==> src/rtl/rv_pkg.sv <==
// Shared fetch/decode definitions: default datapath width, the canonical NOP,
// and the {pc, instr} entry layout carried between fetch and decode.
package rv_pkg;

  localparam int XLEN = 32;

  // addi x0, x0, 0
  localparam logic [31:0] NOP_INSTR = 32'h00000013;

  typedef struct packed {
    logic [XLEN-1:0] pc;
    logic [31:0]     instr;
  } fetch_entry_t;

endpackage

==> src/rtl/sync_fifo.sv <==
// Register-based synchronous FIFO with show-ahead read, occupancy count and a
// single-cycle flush. Entry contents are never cleared; only pointers/count are.
module sync_fifo #(
  parameter int W = 64,
  parameter int D = 4
) (
  input  logic               clk,
  input  logic               rst,
  input  logic               push,
  input  logic               pop,
  input  logic               flush,
  input  logic [W-1:0]       wdata,
  output logic [W-1:0]       rdata,
  output logic [$clog2(D):0] count,
  output logic               full,
  output logic               empty
);

  localparam int AW = $clog2(D);

  logic [AW-1:0] rd_ptr_reg, rd_ptr_next;
  logic [AW-1:0] wr_ptr_reg, wr_ptr_next;
  logic [AW:0]   count_reg, count_next;
  logic [W-1:0]  mem_rd [D];

  // One register per entry; the read side is a plain mux so decode sees the
  // head in the same cycle it becomes valid.
  generate
    for (genvar gi = 0; gi < D; gi++) begin : g_entry
      logic [W-1:0] entry_reg;

      always_ff @(posedge clk) begin
        if (push && (wr_ptr_reg == AW'(gi))) begin
          entry_reg <= wdata;
        end
      end

      assign mem_rd[gi] = entry_reg;
    end
  endgenerate

  always_comb begin
    rd_ptr_next = rd_ptr_reg;
    wr_ptr_next = wr_ptr_reg;
    count_next  = count_reg;
    if (flush) begin
      rd_ptr_next = '0;
      wr_ptr_next = '0;
      count_next  = '0;
    end else begin
      if (push) wr_ptr_next = wr_ptr_reg + AW'(1);
      if (pop)  rd_ptr_next = rd_ptr_reg + AW'(1);
      case ({push, pop})
        2'b10:   count_next = count_reg + (AW+1)'(1);
        2'b01:   count_next = count_reg - (AW+1)'(1);
        default: count_next = count_reg;
      endcase
    end
  end

  always_ff @(posedge clk) begin
    if (rst) begin
      rd_ptr_reg <= '0;
      wr_ptr_reg <= '0;
      count_reg  <= '0;
    end else begin
      rd_ptr_reg <= rd_ptr_next;
      wr_ptr_reg <= wr_ptr_next;
      count_reg  <= count_next;
    end
  end

  assign rdata = mem_rd[rd_ptr_reg];
  assign count = count_reg;
  assign full  = (count_reg == (AW+1)'(D));
  assign empty = (count_reg == '0);

endmodule

==> src/rtl/fetch_queue.sv <==
// Fetch-to-decode decoupling queue: buffers {PC, instr} pairs, stalls the PC
// when full, drops everything on redirect, and shows a NOP to decode when empty.
module fetch_queue #(
  parameter int          WIDTH     = rv_pkg::XLEN,
  parameter int          DEPTH     = 4,
  parameter logic [31:0] NOP_INSTR = rv_pkg::NOP_INSTR
) (
  input  logic                     clk,
  input  logic                     rst,
  input  logic [WIDTH-1:0]         PCF,
  input  logic [31:0]              InstrF,
  input  logic                     FetchValid,
  output logic                     stall,
  input  logic                     flush,
  input  logic                     DecodeReady,
  output logic                     DecodeValid,
  output logic [31:0]              InstrD,
  output logic [WIDTH-1:0]         PCD,
  output logic [WIDTH-1:0]         PCPlus4D,
  output logic [$clog2(DEPTH):0]   count
);

  import rv_pkg::*;

  localparam int EW = WIDTH + 32;

  logic          full;
  logic          empty;
  logic          push;
  logic          pop;
  logic [EW-1:0] head_raw;

  // A fetch arriving while full is dropped; the PC is held by stall and will
  // present the same pair again.
  assign push = FetchValid && !full && !flush;
  assign pop  = !empty && DecodeReady && !flush;

  sync_fifo #(
    .W(EW),
    .D(DEPTH)
  ) u_fifo (
    .clk   (clk),
    .rst   (rst),
    .push  (push),
    .pop   (pop),
    .flush (flush),
    .wdata ({PCF, InstrF}),
    .rdata (head_raw),
    .count (count),
    .full  (full),
    .empty (empty)
  );

  // stall follows registered occupancy, so a same-cycle pop frees the PC one cycle later.
  assign stall       = full;
  assign DecodeValid = !empty;

  // Stale entry contents never leak: outputs are forced to constants when empty.
  assign PCD      = empty ? '0 : head_raw[EW-1:32];
  assign InstrD   = empty ? NOP_INSTR : head_raw[31:0];
  assign PCPlus4D = PCD + WIDTH'(4);

endmodule

==> config.mk <==
export PLATFORM = sky130hd
export DESIGN_NAME = fetch_queue
export DESIGN_NICKNAME = d
export VERILOG_FILES = /design/src/rtl/rv_pkg.sv /design/src/rtl/sync_fifo.sv /design/src/rtl/fetch_queue.sv
export SDC_FILE = /design/constraint.sdc
export NUM_CORES = 1
export LEC_CHECK = 0
export CORE_UTILIZATION = 32
export DETAILED_ROUTE_END_ITERATION = 10
export GPL_ROUTABILITY_DRIVEN = 0
export PLACE_DENSITY = 0.5
export SLEW_MARGIN = 25
export SYNTH_ARGS = -nofsm -noshare
export SYNTH_HDL_FRONTEND = slang
export SYNTH_SLANG_ARGS = --single-unit
==> constraint.sdc <==
create_clock -name clk -period 5.7 [get_ports clk]
set_clock_uncertainty 0.1 [all_clocks]
set_input_delay 1.14 -clock clk [delete_from_list [all_inputs] [get_ports clk]]
set_output_delay 1.14 -clock clk [all_outputs]
set_load 0.02 [all_outputs]
==> results.json, run 1 <==
{
  "crit_type": "register to output port",
  "cts.clk_slew.worst_paths_ns": 0.06,
  "drive_gt1_frac": 0.161,
  "worstPathRequired_ns": 4.46,
  "dieWidth_um": 191,
  "drtAntennaViolNets": 0,
  "grt_max_degree": 58,
  "setup_tns_ns": 0,
  "die-area_mm2": 0.0364,
  "most-common-layout-cells": "edfxtp_1, clkdlybuf4s50_1, mux4_2, and2_1, nand2_1",
  "cts.sinks": 263,
  "cts_root_buf": "clkbuf_16",
  "numCtsBuffers": 29,
  "synth_mux_area_frac": 0.142,
  "final_area_mm2": 0.0145,
  "synth_fa_ha_area_frac": 0.00833,
  "arrival_ns": 4.07,
  "synthToLayoutAreaGrowth_pct": 27.0,
  "fin_util": 0.417,
  "finalMaxSlewViolations": 0,
  "endpoint": "PCPlus4D[24]",
  "max_cap_violations": 0,
  "reg2reg_to": "u_fifo.count[2]$_SDFFE_PP0P_",
  "ys_async_sr_fraction": 0,
  "coreArea_mm2": 0.0348,
  "synth_top_area_share": 0.673,
  "regToRegStartpoint": "u_fifo.count[2]$_SDFFE_PP0P_",
  "drtIter0Drc": 357,
  "cp_max_fo": 36,
  "wl_mm": 27.2,
  "synth_top_cell_by_area": "edfxtp_1",
  "ys_types": 61,
  "synth-edff-count": 256,
  "grt_use_total": 0.149,
  "clockBufferDepth": 3,
  "max_freq_ghz": 0.188,
  "syn_area_per_cell_um2": 17.6,
  "cp_num_buf_inv": 2,
  "end_kind": "output port",
  "min_period_ns": 5.31,
  "setup_viol": 0,
  "hold_path.class": "register to register",
  "hold_viol": 0,
  "yosys-top-cells-area": "edfxtp_1, mux4_2, and2_1, nand2_1, xnor2_1",
  "critical-path-top-delay-family": "simple AND/OR/NAND/NOR gates",
  "post-cts-setup-buffers": 0,
  "powerDensity_mw_per_mm2": 284,
  "start_util": 0.328,
  "syn_area_mm2": 0.0114,
  "slew_headroom": 0.570,
  "port_buffers": 169,
  "vias": 6411,
  "grt_pass1_vias": 6870,
  "status": "completed",
  "synth_top_family_by_area": "multiplexers",
  "synthesis.instances": 649,
  "dr.pass1.iters": 4,
  "ys.flop_type": "edfxtp_1",
  "crit_cells": 11,
  "die_h_um": 191,
  "dpl_worst_slack_ns": 0.943,
  "mostFrequentLayoutCell": "edfxtp_1",
  "slowest_delay_ns": 0.67,
  "num-fill-cells": 3106,
  "grt_pass1_wl_mm": 41.1,
  "nets": 901,
  "setup_slack_ns": 0.394,
  "cts_resized": 0,
  "rsz0062_at_grt": "false",
  "synth_compound_gate_area_share": 0.0193,
  "peakVddDrop_mv": 0.209,
  "ioPinCount": 170,
  "largest_reg_flops": 256,
  "synth_nets": 725,
  "synth_simple_gate_area_frac": 0.0968,
  "htree_num_levels": 1,
  "startpoint": "u_fifo.rd_ptr_reg[1]$_SDFFE_PP0P_",
  "cts_tree": "built",
  "p_leak_nw": 4.58,
  "critPathSlowestCell": "dfxtp_4",
  "placed_area_mm2": 0.0137,
  "ys_warn_count": 0,
  "rr_worst_depth": 9,
  "rows": 68,
  "cpMostUsedCell": "nand2_1",
  "insertion_delay_ns": 0.54,
  "seq_area_mm2": 0.00784,
  "post_drt_wl_per_cell_um": 20.9,
  "synth_seq_cells": 263,
  "worst_pin_slew_ns": 0.639,
  "ys_seq_area_frac": 0.686,
  "critPathLaunchType": "register",
  "viasPerCell": 4.93,
  "ctsHoldBuffers": 0,
  "worstPathCellList": "mux4_2 > nand2_1 > inv_1 > ha_1 > nand2_1 > o22a_1 > nor3_2 > nand4_1 > nor4_1 > xnor2_1 > clkdlybuf4s50_1",
  "drc": 0,
  "grt_antenna_before_repair": 4,
  "multi_input_area_mm2": 0.00334,
  "r2r_slack_ns": 2.91,
  "yosys.area_share.xor_xnor": 0.0245,
  "fin_crit_sh": 0.931,
  "overflow": 0,
  "whs_ns": 0.437,
  "dpl.hpwl_mm": 18.1
}
## layout make-up
class | count | area share
Clock inverter | 16 | 0.00682
Clock buffer | 34 | 0.0513
Inverter | 15 | 0.00388
Tap cell | 455 | 0.0393
Sequential cell | 263 | 0.540
Antenna cell | 1 | 0.000173
Multi-Input combinational cell | 337 | 0.230
Timing Repair Buffer | 179 | 0.128
## through the flow
| step | std cells | total power [mW] |
|---|---|---|
| 5_1_grt | 1299 | 4.26 |
| 6_report | 1300 | 4.11 |
| 4_1_cts | 1299 | 4.16 |
| 3_3_place_gp | 1245 | 2.46 |
| 3_5_place_dp | 1249 | 2.47 |
| 2_1_floorplan | 649 | 2.32 |
## power by group
part / internal [mW] / total [mW] / switching [mW]
Clock: 0.965 / 1.69 / 0.720
Combinational: 0.126 / 0.260 / 0.134
Sequential: 2.16 / 2.17 / 0.0108
Total: 3.25 / 4.11 / 0.865
## per-layer routing
metal / vias to the layer above / routed length [um] / global-route usage
li1: 2892 / - / -
met1: 3259 / 12300 / 0.202
met5: - / 31 / 0
met4: 4 / 590 / 0.0357
met2: 205 / 12500 / 0.241
met3: 51 / 1690 / 0.0356
## Yosys cell counts, types with 2 or more instances
cell type  instances
a31oi_1            2
mux4_1             3
ha_1               6
buf_1              2
o211ai_1           3
nand2_1           41
a21oi_1            6
mux4_2            61
nand4_1            5
clkbuf_1          12
nor3_1             4
or3_4              2
xnor2_1           17
buf_6              4
inv_1             14
buf_2              7
xor2_1            15
nand3_1           14
nor2b_1            2
buf_4              8
edfxtp_1         256
mux2i_1           12
a211oi_1           3
mux2_2             3
nand4b_1           4
o21ai_0            5
or2_2              4
and4_1             2
nand3b_1           5
nor3_2             2
nor3b_1            3
nor4_1             4
and2_1            55
nor2_1            27
dfxtp_1            7
nand4bb_1          2
nand2b_1           2
a221oi_1           2
## worst min path at each step
stage / from / to / slack [ns] / cells after the start
finish: u_fifo.count[2]$_SDFFE_PP0P_ / u_fifo.count[2]$_SDFFE_PP0P_ / 0.44 / 2
global route: u_fifo.count[2]$_SDFFE_PP0P_ / u_fifo.count[2]$_SDFFE_PP0P_ / 0.46 / 2
CTS: u_fifo.count[2]$_SDFFE_PP0P_ / u_fifo.count[2]$_SDFFE_PP0P_ / 0.44 / 2
detailed placement: u_fifo.count[2]$_SDFFE_PP0P_ / u_fifo.count[2]$_SDFFE_PP0P_ / 0.43 / 2
global placement: u_fifo.count[2]$_SDFFE_PP0P_ / u_fifo.count[2]$_SDFFE_PP0P_ / 0.41 / 2
floorplan: u_fifo.wr_ptr_reg[1]$_SDFFE_PP0P_ / u_fifo.wr_ptr_reg[1]$_SDFFE_PP0P_ / 0.42 / 2
## worst register-to-register path, cell delays in order, from the launching register on
cell and delay (ns):
dfxtp_1 0.40, nor3_2 0.09, buf_4 0.24, nor3b_1 0.54
ha_1 0.31, inv_1 0.08, fa_1 0.37, xor2_1 0.15
or3_1 0.30, a21oi_1 0.14
## cell families (layout without fill, tap and decap cells)
logic type	count (synthesis)	count (layout)
compound gates	29	29
xor+xnor	32	32
fa+ha+maj	7	7
buf+inv	49	244
flops	263	263
mux	80	80
other cells	0	1
simple gates	189	189
Note: power is estimated with default switching activity, not from simulation.
==> run 2: changes to the inputs <==
- DONT_BUFFER_PORTS: unset -> 1
- PLACE_DENSITY: 0.5 -> 0.44
- clock period: 5.7 -> 5.51 ns (I/O delays scaled with it)
==> run 2 against run 1 <==
Effect of this change:
- sequential power is 4% higher
- die area stayed put
- combinational power is 41% lower
- utilization is 4.5 points lower
- register-to-register slack worse by 0.55 ns
- sequential share of layout area is 6.5 points higher
- worst setup slack better by 0.17 ns
- final cell count is 12% lower
- non-clock buffer count is 168 lower
==> results.json, run 2 (synthesized netlist as in run 1, its figures left out) <==
{
  "setup_slack_ns": 0.565,
  "grt_max_degree": 86,
  "slew_headroom": 0.347,
  "cts_tree": "built",
  "status": "completed",
  "rsz0062_at_grt": "false",
  "drive_gt1_frac": 0.211,
  "grt_use_total": 0.148,
  "insertion_delay_ns": 0.50,
  "vias": 5817,
  "dpl.hpwl_mm": 17.3,
  "setup_viol": 0,
  "numCtsBuffers": 34,
  "finalMaxSlewViolations": 0,
  "final_area_mm2": 0.0129,
  "arrival_ns": 3.74,
  "dr.pass1.iters": 4,
  "max_freq_ghz": 0.202,
  "dp_cells": 1081,
  "cp_max_fo": 29,
  "nets": 738,
  "post-cts-setup-buffers": 0,
  "most-common-layout-cells": "edfxtp_1, mux4_2, and2_1, nand2_1, clkbuf_16",
  "powerDensity_mw_per_mm2": 343,
  "mostFrequentLayoutCell": "edfxtp_1",
  "cts.clk_slew.worst_paths_ns": 0.06,
  "clockBufferDepth": 3,
  "setup_tns_ns": 0,
  "cts.sinks": 263,
  "die_h_um": 191,
  "worst_pin_slew_ns": 0.973,
  "end_kind": "output port",
  "routed.top_layer": "met4",
  "fin_util": 0.372,
  "routed-wl-met3_mm": 2.42,
  "ctsHoldBuffers": 0,
  "max_cap_violations": 0,
  "largest_reg_flops": 256,
  "worstPathRequired_ns": 4.31,
  "num-fill-cells": 3235,
  "port_buffers": 0,
  "p_leak_nw": 4.03,
  "peakVddDrop_mv": 0.268,
  "drtAntennaViolNets": 0,
  "die-area_mm2": 0.0364,
  "post_drt_wl_per_cell_um": 23.4,
  "ioPinCount": 170,
  "grt_pass1_wl_mm": 39.7,
  "htree_num_levels": 2,
  "grt_antenna_before_repair": 0,
  "dpl_worst_slack_ns": 1.05,
  "drc": 0,
  "dieWidth_um": 191,
  "cts_resized": 0,
  "cts_root_buf": "clkbuf_16",
  "coreArea_mm2": 0.0348,
  "hold_path.class": "register to register",
  "diodes": 0,
  "fin_crit_sh": 0.897,
  "viasPerCell": 5.11,
  "placed_area_mm2": 0.0119,
  "met1_length_mm": 11.0,
  "start_util": 0.328,
  "overflow": 0,
  "drtIter0Drc": 213,
  "grt_pass1_vias": 6259,
  "critPathLaunchType": "register",
  "min_period_ns": 4.94,
  "hold_viol": 0,
  "rows": 68,
  "wl_met2_mm": 12.7,
  "wl_mm": 26.7,
  "crit_type": "register to output port",
  "final-instance-count-excl-fill": 1139,
  "synthToLayoutAreaGrowth_pct": 13.3
}
==> run 2: routing by layer <==
metal | up-vias | global-route usage
met3 | 45 | 0.0558
li1 | 2576 | -
met2 | 195 | 0.242
met5 | - | 0
met1 | 3001 | 0.181
met4 | 0 | 0.0422
==> run 2: stage by stage <==
step,power [mW],hold WS (ns)
after floorplan,2.40,0.418
after global placement,2.44,0.431
after detailed placement,2.44,0.485
after CTS,4.50,0.491
after global routing,4.59,0.513
final,4.44,0.482
==> run 2: worst paths after layout <==
check,start,end,slack (ns),cells after the start
worst max register to register,u_fifo.count[0]$_SDFFE_PP0P_,u_fifo.g_entry[0].entry_reg[23]$_DFFE_PP_,2.36,6
worst min register to register,u_fifo.wr_ptr_reg[1]$_SDFFE_PP0P_,u_fifo.wr_ptr_reg[1]$_SDFFE_PP0P_,0.48,2
worst max-delay path,u_fifo.rd_ptr_reg[0]$_SDFFE_PP0P_,PCPlus4D[14],0.57,10
worst min-delay path,u_fifo.wr_ptr_reg[1]$_SDFFE_PP0P_,u_fifo.wr_ptr_reg[1]$_SDFFE_PP0P_,0.48,2
==> run 2: area by class of cell <==
cell class	count	area (um2)	area share
Clock inverter	17	141	0.0109
Inverter	15	56.3	0.00435
Sequential cell	263	7840	0.606
Clock buffer	41	898	0.0694
Tap cell	455	569	0.0440
Timing Repair Buffer	11	95.1	0.00735
Multi-Input combinational cell	337	3340	0.258
==> run 2: worst max-delay path: stages, from the launching register on <==
cell	delay, ns
dfxtp_4	0.64
mux4_2	0.35
nand2_1	0.18
inv_1	0.24
ha_1	0.26
nand2_1	0.07
o22a_1	0.25
nor4_1	0.56
nand3b_1	0.17
xor2_1	0.17
nor2_1	0.34
==> run 2: where the power goes <==
part           internal [mW]  switching [mW]
Clock                   1.25           0.786
Sequential              2.23          0.0122
Combinational         0.0486           0.106
==> run 3: changes to the inputs <==
- SLEW_MARGIN: 25 -> unset
==> run 3 against run 2 <==
Effect of this change:
- fmax about the same
- power barely moved
- worst setup slack gained 0.0018 ns
- sequential share of layout area about the same
- die area stayed put
- via count fell by 0.10%
- routed wire length hardly changed
- sequential power is essentially flat
==> results.json, run 3 (synthesized netlist as in run 1, its figures left out) <==
{
  "status": "completed",
  "dieWidth_um": 191,
  "vias": 5811,
  "arrival_ns": 3.74,
  "placed_area_mm2": 0.0119,
  "drtAntennaViolNets": 0,
  "die-area_mm2": 0.0364,
  "setup_viol": 0,
  "clockBufferDepth": 3,
  "synthToLayoutAreaGrowth_pct": 13.3,
  "numCtsBuffers": 34,
  "max_freq_ghz": 0.202,
  "crit_type": "register to output port",
  "r2r_slack_ns": 2.35,
  "final_area_mm2": 0.0129,
  "dpl.hpwl_mm": 17.3,
  "drive_gt1_frac": 0.209,
  "start_util": 0.328,
  "critPathLaunchType": "register",
  "ctsHoldBuffers": 0,
  "critical-path-top-delay-family": "simple AND/OR/NAND/NOR gates",
  "grt_use_total": 0.148,
  "peakVddDrop_mv": 0.268,
  "cp_max_fo": 29,
  "cts.clk_slew.worst_paths_ns": 0.06,
  "startpoint": "u_fifo.rd_ptr_reg[0]$_SDFFE_PP0P_",
  "worstPathCellList": "mux4_2 > nand2_1 > inv_1 > ha_1 > nand2_1 > o22a_1 > nor4_1 > nand3b_1 > xor2_1 > nor2_1",
  "finalMaxSlewViolations": 0,
  "grt_antenna_before_repair": 0,
  "wl_mm": 26.6,
  "cts_resized": 0,
  "regToRegStartpoint": "u_fifo.count[0]$_SDFFE_PP0P_",
  "worst_pin_slew_ns": 1.04,
  "die_h_um": 191,
  "post-cts-setup-buffers": 0,
  "most-common-layout-cells": "edfxtp_1, mux4_2, and2_1, nand2_1, clkbuf_16",
  "diodes": 0,
  "slowest_delay_ns": 0.63,
  "worstPathRequired_ns": 4.31,
  "hold_path.class": "register to register",
  "reg2reg_to": "u_fifo.g_entry[0].entry_reg[23]$_DFFE_PP_",
  "max_cap_violations": 0,
  "grt_pass1_wl_mm": 39.7,
  "swShare": 0.204,
  "p_comb_frac": 0.035,
  "p_sw_mw": 0.904,
  "cts.sinks": 263,
  "critPathSlowestCell": "dfxtp_4",
  "largest_reg_flops": 256,
  "grt_pass1_vias": 6259,
  "fin_crit_sh": 0.897,
  "hold_viol": 0,
  "powerDensity_mw_per_mm2": 343,
  "setup_tns_ns": 0,
  "htree_num_levels": 2,
  "viasPerCell": 5.10,
  "cts_tree": "built",
  "drtIter0Drc": 219,
  "cp_num_buf_inv": 1,
  "port_buffers": 0,
  "p_int_mw": 3.53,
  "ioPinCount": 170,
  "dr.pass1.iters": 4,
  "crit_cells": 10,
  "rsz0062_at_grt": "false",
  "slew_headroom": 0.304,
  "mostFrequentLayoutCell": "edfxtp_1",
  "endpoint": "PCPlus4D[14]",
  "coreArea_mm2": 0.0348,
  "nets": 738,
  "cts_root_buf": "clkbuf_16",
  "p_leak_nw": 4.02,
  "p_seq_frac": 0.506,
  "clkPwrFrac": 0.459,
  "rr_worst_depth": 6,
  "drc": 0,
  "grt_max_degree": 86,
  "overflow": 0,
  "end_kind": "output port",
  "insertion_delay_ns": 0.50,
  "cpMostUsedCell": "nand2_1",
  "post_drt_wl_per_cell_um": 23.4,
  "min_period_ns": 4.94,
  "rows": 68
}
[run 3: cell count changes in the layout (fill, tap and decap cells not counted)]
cell	change
nor3b_2	-1
nor3b_1	+1
[run 3: layer usage]
layer / global-route usage / vias to the layer above / routed length [um]
met2: 0.242 / 195 / 12700
met1: 0.181 / 2994 / 11000
li1: - / 2576 / -
met5: 0 / - / 0
met3: 0.0558 / 46 / 2430
met4: 0.0422 / 0 / 539
[run 3: worst min-delay path: stages (launching register included)]
cell and delay [ns]:
dfxtp_1 0.34, mux2i_1 0.14, nor2_1 0.06
[run 3: worst min-delay path by stage]
stage               cells after the start                                 to                               from
floorplan                               2  u_fifo.wr_ptr_reg[1]$_SDFFE_PP0P_  u_fifo.wr_ptr_reg[1]$_SDFFE_PP0P_
global placement                        2  u_fifo.wr_ptr_reg[1]$_SDFFE_PP0P_  u_fifo.wr_ptr_reg[1]$_SDFFE_PP0P_
detailed placement                      2  u_fifo.wr_ptr_reg[1]$_SDFFE_PP0P_  u_fifo.wr_ptr_reg[1]$_SDFFE_PP0P_
CTS                                     2  u_fifo.wr_ptr_reg[1]$_SDFFE_PP0P_  u_fifo.wr_ptr_reg[1]$_SDFFE_PP0P_
global route                            2  u_fifo.wr_ptr_reg[1]$_SDFFE_PP0P_  u_fifo.wr_ptr_reg[1]$_SDFFE_PP0P_
finish                                  2  u_fifo.wr_ptr_reg[1]$_SDFFE_PP0P_  u_fifo.wr_ptr_reg[1]$_SDFFE_PP0P_
[run 3: final cells by class]
cell class | instances | area (um2)
fillers | 3235 | 21900
repair buffers | 11 | 95.1
well taps | 455 | 569
clock buffers | 41 | 898
flip-flops and latches | 263 | 7840
clock inverters | 17 | 141
inverters | 15 | 56.3
multi-input cells | 337 | 3340
[run 3: stage by stage]
step | hold WS, ns | setup WS, ns | power (mW) | cells | util
floorplan | 0.418 | 0.910 | 2.40 | 649 | -
global placement | 0.431 | 1.12 | 2.44 | 1081 | 0.342
detailed placement | 0.485 | 1.05 | 2.44 | 1081 | 0.342
CTS | 0.491 | 0.502 | 4.50 | 1139 | 0.372
global route | 0.513 | 0.222 | 4.59 | 1139 | 0.372
finish | 0.480 | 0.567 | 4.44 | 1139 | 0.372
[run 3: power by group through the flow]
stage	Combinational [mW]	Clock [mW]	Sequential, mW
after floorplan	0.119	0	2.28
after global placement	0.158	0	2.28
after detailed placement	0.158	0	2.29
after CTS	0.158	2.10	2.25
after global routing	0.167	2.17	2.25
final	0.154	2.04	2.25
